$ cat config.mk
export PLATFORM = sky130hd
export DESIGN_NAME = ex_mem
export DESIGN_NICKNAME = d
export VERILOG_FILES = /design/src/rtl/ex_mem.sv
export SDC_FILE = /design/constraint.sdc
export NUM_CORES = 1
export LEC_CHECK = 0
export BUFFER_PORTS_ARGS = -buffer_cell sky130_fd_sc_hd__buf_2
export CORE_AREA = 2 2 135 137
export CTS_CLUSTER_DIAMETER = 200
export CTS_CLUSTER_SIZE = 30
export DETAILED_ROUTE_END_ITERATION = 10
export DIE_AREA = 0 0 137 139
export GPL_TIMING_DRIVEN = 0
export MAX_ROUTING_LAYER = met4
export PLACE_DENSITY = 0.77
export SLEW_MARGIN = 20
export SYNTH_ARGS = -nofsm -noshare
export SYNTH_HDL_FRONTEND = slang
export SYNTH_SLANG_ARGS = --single-unit
$ cat constraint.sdc
create_clock -name clk -period 1.4 [get_ports clk]
set_input_delay 0.35 -clock clk [delete_from_list [all_inputs] [get_ports clk]]
set_output_delay 0.35 -clock clk [all_outputs]
set_load 0.01 [all_outputs]
$ cat src/rtl/ex_mem.sv
`default_nettype none
// ----------------------------------------------------------------------------
// Module   : ex_mem
// Purpose  : EX->MEM pipeline register with stall/flush handling and HI/LO
//            multiply-accumulate progress loop-back to execute.
// Revision : 1.0  initial release
// ----------------------------------------------------------------------------
module ex_mem (
  input  logic        clk,
  input  logic        rst,
  input  logic [5:0]  stall,
  input  logic        flush,
  input  logic [4:0]  ex_wd,
  input  logic        ex_wreg,
  input  logic [31:0] ex_wdata,
  input  logic [31:0] ex_hi,
  input  logic [31:0] ex_lo,
  input  logic        ex_whilo,
  input  logic [63:0] hilo_i,
  input  logic [1:0]  cnt_i,
  output logic [4:0]  mem_wd,
  output logic        mem_wreg,
  output logic [31:0] mem_wdata,
  output logic [31:0] mem_hi,
  output logic [31:0] mem_lo,
  output logic        mem_whilo,
  output logic        mem_valid,
  output logic [63:0] hilo_o,
  output logic [1:0]  cnt_o
);

  localparam int c_ex_stall  = 3;
  localparam int c_mem_stall = 4;

  logic [4:0]  r_wd;
  logic        r_wreg;
  logic [31:0] r_wdata;
  logic [31:0] r_hi;
  logic [31:0] r_lo;
  logic        r_whilo;
  logic        r_valid;
  logic [63:0] r_hilo;
  logic [1:0]  r_cnt;

  // Priority: reset/flush, load (EX running), bubble (EX stalled, MEM free), hold.
  // The illegal EX-running/MEM-stalled pattern falls into the load branch.
  always_ff @(posedge clk) begin
    if (!rst || flush) begin
      r_wd    <= '0;
      r_wreg  <= 1'b0;
      r_wdata <= '0;
      r_hi    <= '0;
      r_lo    <= '0;
      r_whilo <= 1'b0;
      r_valid <= 1'b0;
      r_hilo  <= '0;
      r_cnt   <= '0;
    end else if (!stall[c_ex_stall]) begin
      r_wd    <= ex_wd;
      r_wreg  <= ex_wreg;
      r_wdata <= ex_wdata;
      r_hi    <= ex_hi;
      r_lo    <= ex_lo;
      r_whilo <= ex_whilo;
      r_valid <= 1'b1;
      r_hilo  <= '0;
      r_cnt   <= '0;
    end else if (!stall[c_mem_stall]) begin
      // Bubble must never commit; the accumulator survives the EX stall.
      r_wd    <= '0;
      r_wreg  <= 1'b0;
      r_wdata <= '0;
      r_hi    <= '0;
      r_lo    <= '0;
      r_whilo <= 1'b0;
      r_valid <= 1'b0;
      r_hilo  <= hilo_i;
      r_cnt   <= cnt_i;
    end
  end

  assign mem_wd    = r_wd;
  assign mem_wreg  = r_wreg;
  assign mem_wdata = r_wdata;
  assign mem_hi    = r_hi;
  assign mem_lo    = r_lo;
  assign mem_whilo = r_whilo;
  assign mem_valid = r_valid;
  assign hilo_o    = r_hilo;
  assign cnt_o     = r_cnt;

endmodule
`default_nettype wire

==> run metrics, run 1 <==
storage element area=0.00340 mm²; depth of the CTS H-tree=4; Finished Core Util=0.513; area leader, netlist=dfxtp_1; Placer Congestion=0.826; Max Root-Sink Buffers=2; RSZ-0062 raised after global routing=no; critical path endpoint category=primary output; CP required=1.05 ns; #FFs+latches synth=170; filler instances=1678; largest net degree at the start of global routing=17; max-cap viol count=0; most frequent cell after synthesis=dfxtp_1; Worst VDD drop=0.759 mV; Mapped Nets=854; final setup fails=0; CTS buffer count=17; placed cells=1246; gr ovfl total=0; initial antenna violation count=2; Synth Warn #=0; CTS tree=done; Buffers on Ports=341; post-route ant nets=0; Synth top area share=0.523; DR pass1 iterations=5; core area=0.0177 mm²; hold buffer count at cts=0; Synth async-reset ratio=0; synth cell count leaders=170 x dfxtp_1, 104 x a21oi_1, 104 x nand2b_1; final period utilization=0.931; crit path cell chain=buf_2; post-synthesis cell type count=12; Buffers & Inverters on Critical Path=1; row cnt=49; setup repair bufs after CTS=0; I/O pin total=348; leakage=4.37 nW; Mapped Cells=676; Final Cell Area=0.00907 mm²; area growth from synthesis to layout=39.4%; post-route minimum period=1.30 ns; Tightest Hold Check Type=input port to flop; status=complete, no violations; Vias/cell=4.74; gr usage total=0.199; CP arrival=0.95 ns; Worst path top cell family by delay=flip-flops; critical path's slowest cell=dfxtp_1; final net count=1214; Multi-input gate area=0.00261 mm²; die width=137 µm; final setup margin=0.0960 ns; Max Slew Vio Count=0; critical path launch point type=flop; DP HPWL=14.9 mm; pre-CTS setup slack=0.0342 ns; post-CTS sizing=0; worst reg2reg setup slack=0.73 ns; Hold Slack=0.151 ns; Die Y=139 µm; top_reg_cell synth=dfxtp_1; Sum Neg Setup Slack=0 ns; CP Class=flop to primary output; routed len/inst=15.3 µm; Vias=6065; Relative slew margins=0.642; fmax=0.767 GHz; Clock Pin Slew Worst Setup and Hold Paths=0.07 ns; first-pass GRT wire length=29.1 mm; Initial Utilization=0.368; vias in the first global route=5885; final wirelength=19.5 mm; clock root buffer=clkbuf_16; final hold violations=0; syn avg cell area=9.62 µm²; die footprint=0.0190 mm²; clk sinks=170; Worst Clk Skew=0 ns; Pwr Total=10.7 mW; drt first-iter violations=244; Post-Syn Area=0.00650 mm²; Post-DP Area=0.00850 mm²; register area share after synthesis=0.523; power density over the cells=1190 mW/mm²; clock latency on the worst-skew pair=0.42 ns; number of remaining DRC errors=0; actual slew at the worst max-slew pin=0.537 ns; CP peak stage delay=0.38 ns; synth top area cells=dfxtp_1 52%, mux2i_1 10%, nand2b_1 10%, a21oi_1 8.0%, nand3_1 7.9%; number of synthesized flops with an enable pin=0; layout cells sized above 1=0.400; maximum fanout along the worst path=2; post-route insts no fill=1279
==> routing by layer <==
layer	track usage	vias to the layer above	share of wire
met4	0.0608	0	0.016
met1	0.215	2783	0.40
met5	-	-	0
met3	0.0643	23	0.083
li1	-	2994	-
met2	0.345	265	0.50
==> area by class of cell <==
| cell class | instances | share of cell area |
|---|---|---|
| Antenna cell | 2 | 0.000552 |
| Timing Repair Buffer | 341 | 0.188 |
| Multi-Input combinational cell | 445 | 0.287 |
| Tap cell | 229 | 0.0316 |
| Sequential cell | 170 | 0.375 |
| Buffer | 61 | 0.0545 |
| Clock inverter | 13 | 0.0149 |
| Clock buffer | 18 | 0.0473 |
==> path summary, 6_finish.rpt <==
| kind | from | end | depth (start not counted) |
|---|---|---|---|
| max | hilo_o[3] | hilo_o[3] | 1 |
| min | hilo_i[15] | hilo_o[15] | 3 |
| max reg2reg | mem_wdata[30] | mem_wdata[30] | 2 |
| min reg2reg | mem_wdata[28] | mem_wdata[28] | 2 |
==> flip-flops by register name, summed over array words and instances (netlist names) <==
name       cells
hilo_o        64
mem_hi        32
mem_lo        32
mem_wdata     32
mem_wd         5
cnt_o          2
mem_valid      1
mem_whilo      1
mem_wreg       1
==> cell families (layout without fill, tap and decap cells) <==
family                 after synthesis  after routing  synth area share
AOI/OAI and AO/OA                  104            104            0.0800
DFF                                170            170             0.523
and+or+nand+nor                    275            275             0.219
other                                0              2                 0
muxes                               66             66             0.102
buffers and inverters               61            433            0.0760
==> report_power, final <==
group | leakage [nW] | internal, mW | switching, mW
clock | 0.276 | 2.50 | 2.10
sequential | 1.38 | 4.96 | 0.0615
combinational | 2.71 | 0.553 | 0.574
==> cells in the final DEF (no fill, tap or decap) <==
cell type and count:
a21oi_1 104, buf_2 346, buf_4 17, buf_6 26
bufinv_16 1, clkbuf_1 14, clkbuf_16 17, clkinv_2 1
clkinv_4 3, clkinvlp_4 1, dfxtp_1 170, diode_2 2
inv_6 5, inv_8 2, mux2i_1 66, nand2_1 1
nand2b_1 104, nand3_1 103, nand3b_1 1, nor2_1 66
Note: power is estimated with default switching activity, not from simulation.
==> inputs of run 2 (changes only) <==
--- a/config.mk
+++ b/config.mk
@@ -5,15 +5,17 @@
 export SDC_FILE = /design/constraint.sdc
 export NUM_CORES = 1
 export LEC_CHECK = 0
+export ABC_AREA = 1
 export BUFFER_PORTS_ARGS = -buffer_cell sky130_fd_sc_hd__buf_2
-export CORE_AREA = 2 2 135 137
+export CORE_AREA = 2 2 134 136
+export CTS_BUF_LIST = sky130_fd_sc_hd__clkbuf_4 sky130_fd_sc_hd__clkbuf_8
 export CTS_CLUSTER_DIAMETER = 200
 export CTS_CLUSTER_SIZE = 30
 export DETAILED_ROUTE_END_ITERATION = 10
-export DIE_AREA = 0 0 137 139
+export DIE_AREA = 0 0 136 138
 export GPL_TIMING_DRIVEN = 0
 export MAX_ROUTING_LAYER = met4
-export PLACE_DENSITY = 0.77
+export PLACE_DENSITY = 0.78
 export SLEW_MARGIN = 20
 export SYNTH_ARGS = -nofsm -noshare
 export SYNTH_HDL_FRONTEND = slang
==> run metrics, run 2 <==
Max Slew Vio Count=0 (unchanged); Net Sw Frac=0.279 (was 0.255); CP arrival=0.98 ns (was 0.95 ns); routed len/inst=15.1 µm (was 15.3 µm); hold buffer count at cts=0 (unchanged); max-cap viol count=0 (unchanged); crit path cell chain=buf_2 (unchanged); critical path's slowest cell=dfxtp_1 (unchanged); gr usage total=0.212 (was 0.199); gr ovfl total=0 (unchanged); GR Layer Usage met1=0.247 (was 0.215); die footprint=0.0188 mm² (was 0.0190 mm²); Post-Syn Area=0.00644 mm² (was 0.00650 mm²); synth top area cells=dfxtp_1 53%, nand2_1 13%, a21oi_1 8.6%, a21oi_2 8.2%, nand3_1 8.0% (was dfxtp_1 52%, mux2i_1 10%, nand2b_1 10%, a21oi_1 8.0%, nand3_1 7.9%); sequential share of power=0.520 (was 0.467); Pwr Total=9.64 mW (was 10.7 mW); Worst Clk Skew=0 ns (unchanged); commonest non-fill, non-tap cells in the layout=372 x buf_2, 217 x nand2_1, 168 x dfxtp_1, 110 x a21oi_1, 103 x nand3_1 (was 346 x buf_2, 170 x dfxtp_1, 104 x nand2b_1, 104 x a21oi_1, 103 x nand3_1); Buffers & Inverters on Critical Path=1 (unchanged); row cnt=49 (unchanged); filler instances=1739 (was 1678); #FFs+latches synth=170 (unchanged); Internal=6.95 mW (was 8.01 mW); initial antenna violation count=2 (unchanged); depth of the CTS H-tree=4 (unchanged); Synth Warn #=0 (unchanged); leakage=4.09 nW (was 4.37 nW); Max Root-Sink Buffers=2 (unchanged); DP HPWL=15.3 mm (was 14.9 mm); area growth from synthesis to layout=37.1% (was 39.4%); pre-CTS setup slack=-0.0829 ns (was 0.0342 ns); power density over the cells=1090 mW/mm² (was 1190 mW/mm²); combinational share of power=0.117 (was 0.105); clock latency on the worst-skew pair=0.45 ns (was 0.42 ns); layout cells sized above 1=0.463 (was 0.400); vias in the first global route=5963 (was 5885); CTS buffer count=17 (unchanged); Worst VDD drop=0.765 mV (was 0.759 mV); register area share after synthesis=0.529 (was 0.523); CP Class=flop to primary output (unchanged); GR Util met3=0.0576 (was 0.0643); Tightest Hold Check Type=input port to flop (unchanged); Largest register FFs=64 (unchanged); RSZ-0062 raised after global routing=no (unchanged); Buffers on Ports=341 (unchanged); Worst path top cell family by delay=flip-flops (unchanged); CTS tree=done (unchanged); top_reg_cell synth=dfxtp_1 (unchanged); maximum fanout along the worst path=2 (unchanged); clk sinks=170 (unchanged); syn avg cell area=8.57 µm² (was 9.62 µm²); Synth top area share=0.529 (was 0.523); first-pass GRT wire length=30.4 mm (was 29.1 mm); Mapped Cells=751 (was 676); Clock Power Share=0.363 (was 0.428); Initial Utilization=0.367 (was 0.368); area leader, netlist=dfxtp_1 (unchanged); final period utilization=0.950 (was 0.931); critical path launch point type=flop (unchanged); final setup margin=0.0702 ns (was 0.0960 ns); post-route ant nets=0 (unchanged); synth cell count leaders=217 x nand2_1, 170 x dfxtp_1, 110 x a21oi_1 (was 170 x dfxtp_1, 104 x a21oi_1, 104 x nand2b_1); Vias/cell=4.80 (was 4.74); largest net degree at the start of global routing=17 (unchanged); clock root buffer=clkbuf_8 (was clkbuf_16); post-route minimum period=1.33 ns (was 1.30 ns); Mapped Nets=929 (was 854); final wirelength=20.4 mm (was 19.5 mm); core area=0.0175 mm² (was 0.0177 mm²); final net count=1289 (was 1214); Placer Congestion=0.854 (was 0.826); post-synthesis cell type count=17 (was 12); final hold violations=0 (unchanged); I/O pin total=348 (unchanged); CP required=1.05 ns (about the same); Relative slew margins=0.541 (was 0.642); DR pass1 iterations=5 (unchanged); grt peak-use layer=met2 (unchanged); actual slew at the worst max-slew pin=0.689 ns (was 0.537 ns); setup repair bufs after CTS=0 (unchanged); commonest non-fill, non-tap cell in the layout=buf_2 (unchanged); drt first-iter violations=301 (was 244); number of remaining DRC errors=0 (unchanged); Clock Pin Slew Worst Setup and Hold Paths=0.10 ns (was 0.07 ns); post-CTS sizing=0 (unchanged); Synth async-reset ratio=0 (unchanged); most frequent cell after synthesis=nand2_1 (was dfxtp_1); net switching power=2.69 mW (was 2.74 mW); critical path endpoint category=primary output (unchanged); Vias=6500 (was 6065); number of synthesized flops with an enable pin=0 (unchanged); status=complete, no violations (unchanged); grt met2 use=0.356 (was 0.345); fmax=0.752 GHz (was 0.767 GHz); Die Y=138 µm (was 139 µm); die width=136 µm (was 137 µm); CP peak stage delay=0.38 ns (about the same); final setup fails=0 (unchanged)
## run 2: changes by cell type after synthesis, sizes merged, moves of 2 or more
| cell | previous run | this run |
|---|---|---|
| mux2i | 66 | 0 |
| a21oi | 104 | 170 |
| inv | 0 | 2 |
| nand2 | 1 | 237 |
| buf | 48 | 64 |
| nor2 | 66 | 0 |
| clkbuf | 13 | 3 |
| nand2b | 104 | 0 |
## run 2: final timing paths
kind | from | end | slack (ns) | cells past startpoint
worst min-delay path | ex_hi[1] | mem_hi[1] | 0.13 | 3
worst max register to register | mem_lo[20] | mem_lo[20] | 0.73 | 2
worst max-delay path | mem_lo[20] | mem_lo[20] | 0.07 | 1
worst min register to register | mem_wdata[30] | mem_wdata[30] | 0.46 | 2
## run 2: per-layer routing
layer / share of wire / up-vias
li1: - / 3211
met1: 0.42 / 3009
met2: 0.49 / 260
met3: 0.077 / 20
met4: 0.015 / 0
met5: 0 / -
## run 2: power by group through the flow
stage	Combinational, mW	Sequential [mW]	Clock (mW)
final	1.12	5.02	3.50
after detailed placement	1.13	5.13	0
after CTS	1.13	5.01	3.58
after global placement	1.12	5.12	0
after global routing	1.23	5.03	3.79
after floorplan	0.530	5.18	0
## run 2: final cells by class
class	instances	area [µm²]	area share
diodes	2	5.00	0.000567
plain buffers	67	479	0.0543
clock buffers	19	255	0.0289
clock inverters	13	134	0.0152
inverters	3	12.5	0.00142
multi-input cells	511	2540	0.288
flip-flops and latches	170	3410	0.386
well taps	229	287	0.0325
repair buffers	341	1710	0.193
## run 2: kinds of logic after synthesis
| kind of cell | after synthesis | share of synthesized area |
|---|---|---|
| simple gates | 341 | 0.228 |
| flops | 170 | 0.529 |
| buf+inv | 70 | 0.0764 |
| compound gates | 170 | 0.167 |
## run 2: worst reg2reg max path, stage by stage, from the launching register on
cell and delay [ns]:
dfxtp_1 0.38, nand3_1 0.11, a21oi_2 0.12
## run 2: metrics by stage
stage / setup TNS, ns / utilization / area, µm² / hold WS (ns) / std cells
6_report: 0 / 0.503 / 8830 / 0.132 / 1355
5_1_grt: 0 / 0.503 / 8830 / 0.0921 / 1355
2_1_floorplan: 0 / - / 6440 / 0.481 / 751
3_5_place_dp: -0.601 / 0.481 / 8430 / 0.452 / 1321
3_3_place_gp: -0.701 / 0.481 / 8430 / 0.440 / 1321
4_1_cts: 0 / 0.503 / 8820 / 0.102 / 1353
==> inputs of run 3 (changes only) <==
==> constraint.sdc (replaced) <==
create_clock -name clk -period 1.45 [get_ports clk]
set_input_delay 0.3625 -clock clk [delete_from_list [all_inputs] [get_ports clk]]
set_output_delay 0.3625 -clock clk [all_outputs]
set_load 0.01 [all_outputs]
==> run metrics, run 3 (synthesis results as in run 2) <==
DP HPWL=15.3 mm (unchanged); Die Y=138 µm (unchanged); row cnt=49 (unchanged); die width=136 µm (unchanged); Worst VDD drop=0.739 mV (was 0.765 mV); final net count=1289 (unchanged); CTS tree=done (unchanged); RSZ-0062 raised after global routing=no (unchanged); vias in the first global route=5963 (unchanged); Buffers & Inverters on Critical Path=1 (unchanged); setup repair bufs after CTS=0 (unchanged); critical path launch point type=flop (unchanged); drt first-iter violations=301 (unchanged); DR pass1 iterations=5 (unchanged); CTS buffer count=17 (unchanged); Worst Clk Skew=0 ns (unchanged); power density over the cells=1050 mW/mm² (was 1090 mW/mm²); Clock Pin Slew Worst Setup and Hold Paths=0.10 ns (about the same); Tightest Hold Check Type=input port to flop (unchanged); post-route ant nets=0 (unchanged); final hold violations=0 (unchanged); fmax=0.742 GHz; CP arrival=0.99 ns (was 0.98 ns); routed len/inst=15.1 µm (about the same); Sum Neg Setup Slack=0 ns (unchanged); Max Slew Vio Count=0 (unchanged); area growth from synthesis to layout=37.1% (about the same); final wirelength=20.4 mm (about the same); Buffers on Ports=341 (unchanged); critical path's slowest cell=dfxtp_1 (unchanged); layout cells sized above 1=0.461 (was 0.463); CP required=1.09 ns (was 1.05 ns); max-cap viol count=0 (unchanged); Worst path top cell family by delay=flip-flops (unchanged); hold buffer count at cts=0 (unchanged); Vias=6503 (was 6500); crit path cell chain=buf_2 (unchanged); Multi-input gate area=0.00254 mm² (unchanged); actual slew at the worst max-slew pin=0.689 ns (about the same); leakage=4.09 nW (about the same); core area=0.0175 mm² (unchanged); combinational share of power=0.117 (about the same); initial antenna violation count=2 (unchanged); final setup fails=0 (unchanged); Net Sw Frac=0.279 (about the same); Internal=6.71 mW (was 6.95 mW); post-CTS sizing=0 (unchanged); Placer Congestion=0.854 (unchanged); number of remaining DRC errors=0 (unchanged); commonest non-fill, non-tap cell in the layout=buf_2 (unchanged); Vias/cell=4.80 (about the same); Max Root-Sink Buffers=2 (unchanged); Finished Core Util=0.503 (about the same); filler instances=1739 (unchanged); storage element area=0.00340 mm² (was 0.00341 mm²); depth of the CTS H-tree=4 (unchanged); die footprint=0.0188 mm² (unchanged); Largest register FFs=64 (unchanged); commonest non-fill, non-tap cells in the layout=372 x buf_2, 217 x nand2_1, 170 x dfxtp_1, 110 x a21oi_1, 103 x nand3_1 (was 372 x buf_2, 217 x nand2_1, 168 x dfxtp_1, 110 x a21oi_1, 103 x nand3_1); final period utilization=0.930; post-route insts no fill=1355 (unchanged); sequential share of power=0.520 (about the same); clock latency on the worst-skew pair=0.45 ns (about the same); CP peak stage delay=0.38 ns (about the same); maximum fanout along the worst path=2 (unchanged); placed cells=1321 (unchanged); net switching power=2.59 mW (was 2.69 mW); status=complete, no violations (unchanged); first-pass GRT wire length=30.4 mm (unchanged); I/O pin total=348 (unchanged); largest net degree at the start of global routing=17 (unchanged); Clock Power Share=0.363 (about the same); gr usage total=0.212 (unchanged); clock root buffer=clkbuf_8 (unchanged); CP Class=flop to primary output (unchanged); gr ovfl total=0 (unchanged); Relative slew margins=0.541 (unchanged); clk sinks=170 (unchanged); post-route minimum period=1.35 ns; Initial Utilization=0.367 (unchanged); critical path endpoint category=primary output (unchanged)
## run 3: cell count changes in the layout (fill, tap and decap cells not counted)
cell     previous run  this run
dfxtp_1           168       170
dfxtp_2             2         0
## run 3: path summary, 6_finish.rpt
| kind | from | end | slack, ns | cells after the start |
|---|---|---|---|---|
| setup / recovery | mem_wd[2] | mem_wd[2] | 0.10 | 1 |
| hold / removal | ex_hi[1] | mem_hi[1] | 0.14 | 3 |
| setup reg to reg | mem_lo[20] | mem_lo[20] | 0.78 | 2 |
| hold reg to reg | mem_wdata[30] | mem_wdata[30] | 0.46 | 2 |
## run 3: layout make-up
cell class                 instances  share of cell area
sequential                       170               0.386
multi-input combinational        511               0.288
timing repair buffer             341               0.193
buffer                            67              0.0543
tap                              229              0.0325
clock buffer                      19              0.0289
clock inverter                    13              0.0152
inverter                           3             0.00142
antenna                            2            0.000567
## run 3: power by group through the flow
stage	Sequential, mW	Combinational, mW	Clock [mW]
finish	4.84	1.08	3.38
global route	4.86	1.18	3.66
CTS	4.84	1.09	3.46
detailed placement	4.95	1.09	0
global placement	4.95	1.08	0
floorplan	5.00	0.512	0
## run 3: layer usage
layer | track usage | vias up | wire, µm
li1 | - | 3211 | -
met1 | 0.247 | 3012 | 8500
met2 | 0.356 | 260 | 10000
met3 | 0.0576 | 20 | 1560
met4 | 0.0576 | 0 | 312
met5 | - | - | 0
## run 3: metrics by stage
stage / setup slack, ns / cell area [µm²] / hold slack [ns] / power (mW)
CTS: 0.0645 / 8820 / 0.114 / 9.39
finish: 0.102 / 8820 / 0.144 / 9.31
floorplan: 0.410 / 6440 / 0.481 / 5.52
global placement: -0.0377 / 8430 / 0.440 / 6.02
global route: 0.0280 / 8820 / 0.105 / 9.70
detailed placement: -0.0454 / 8430 / 0.452 / 6.04
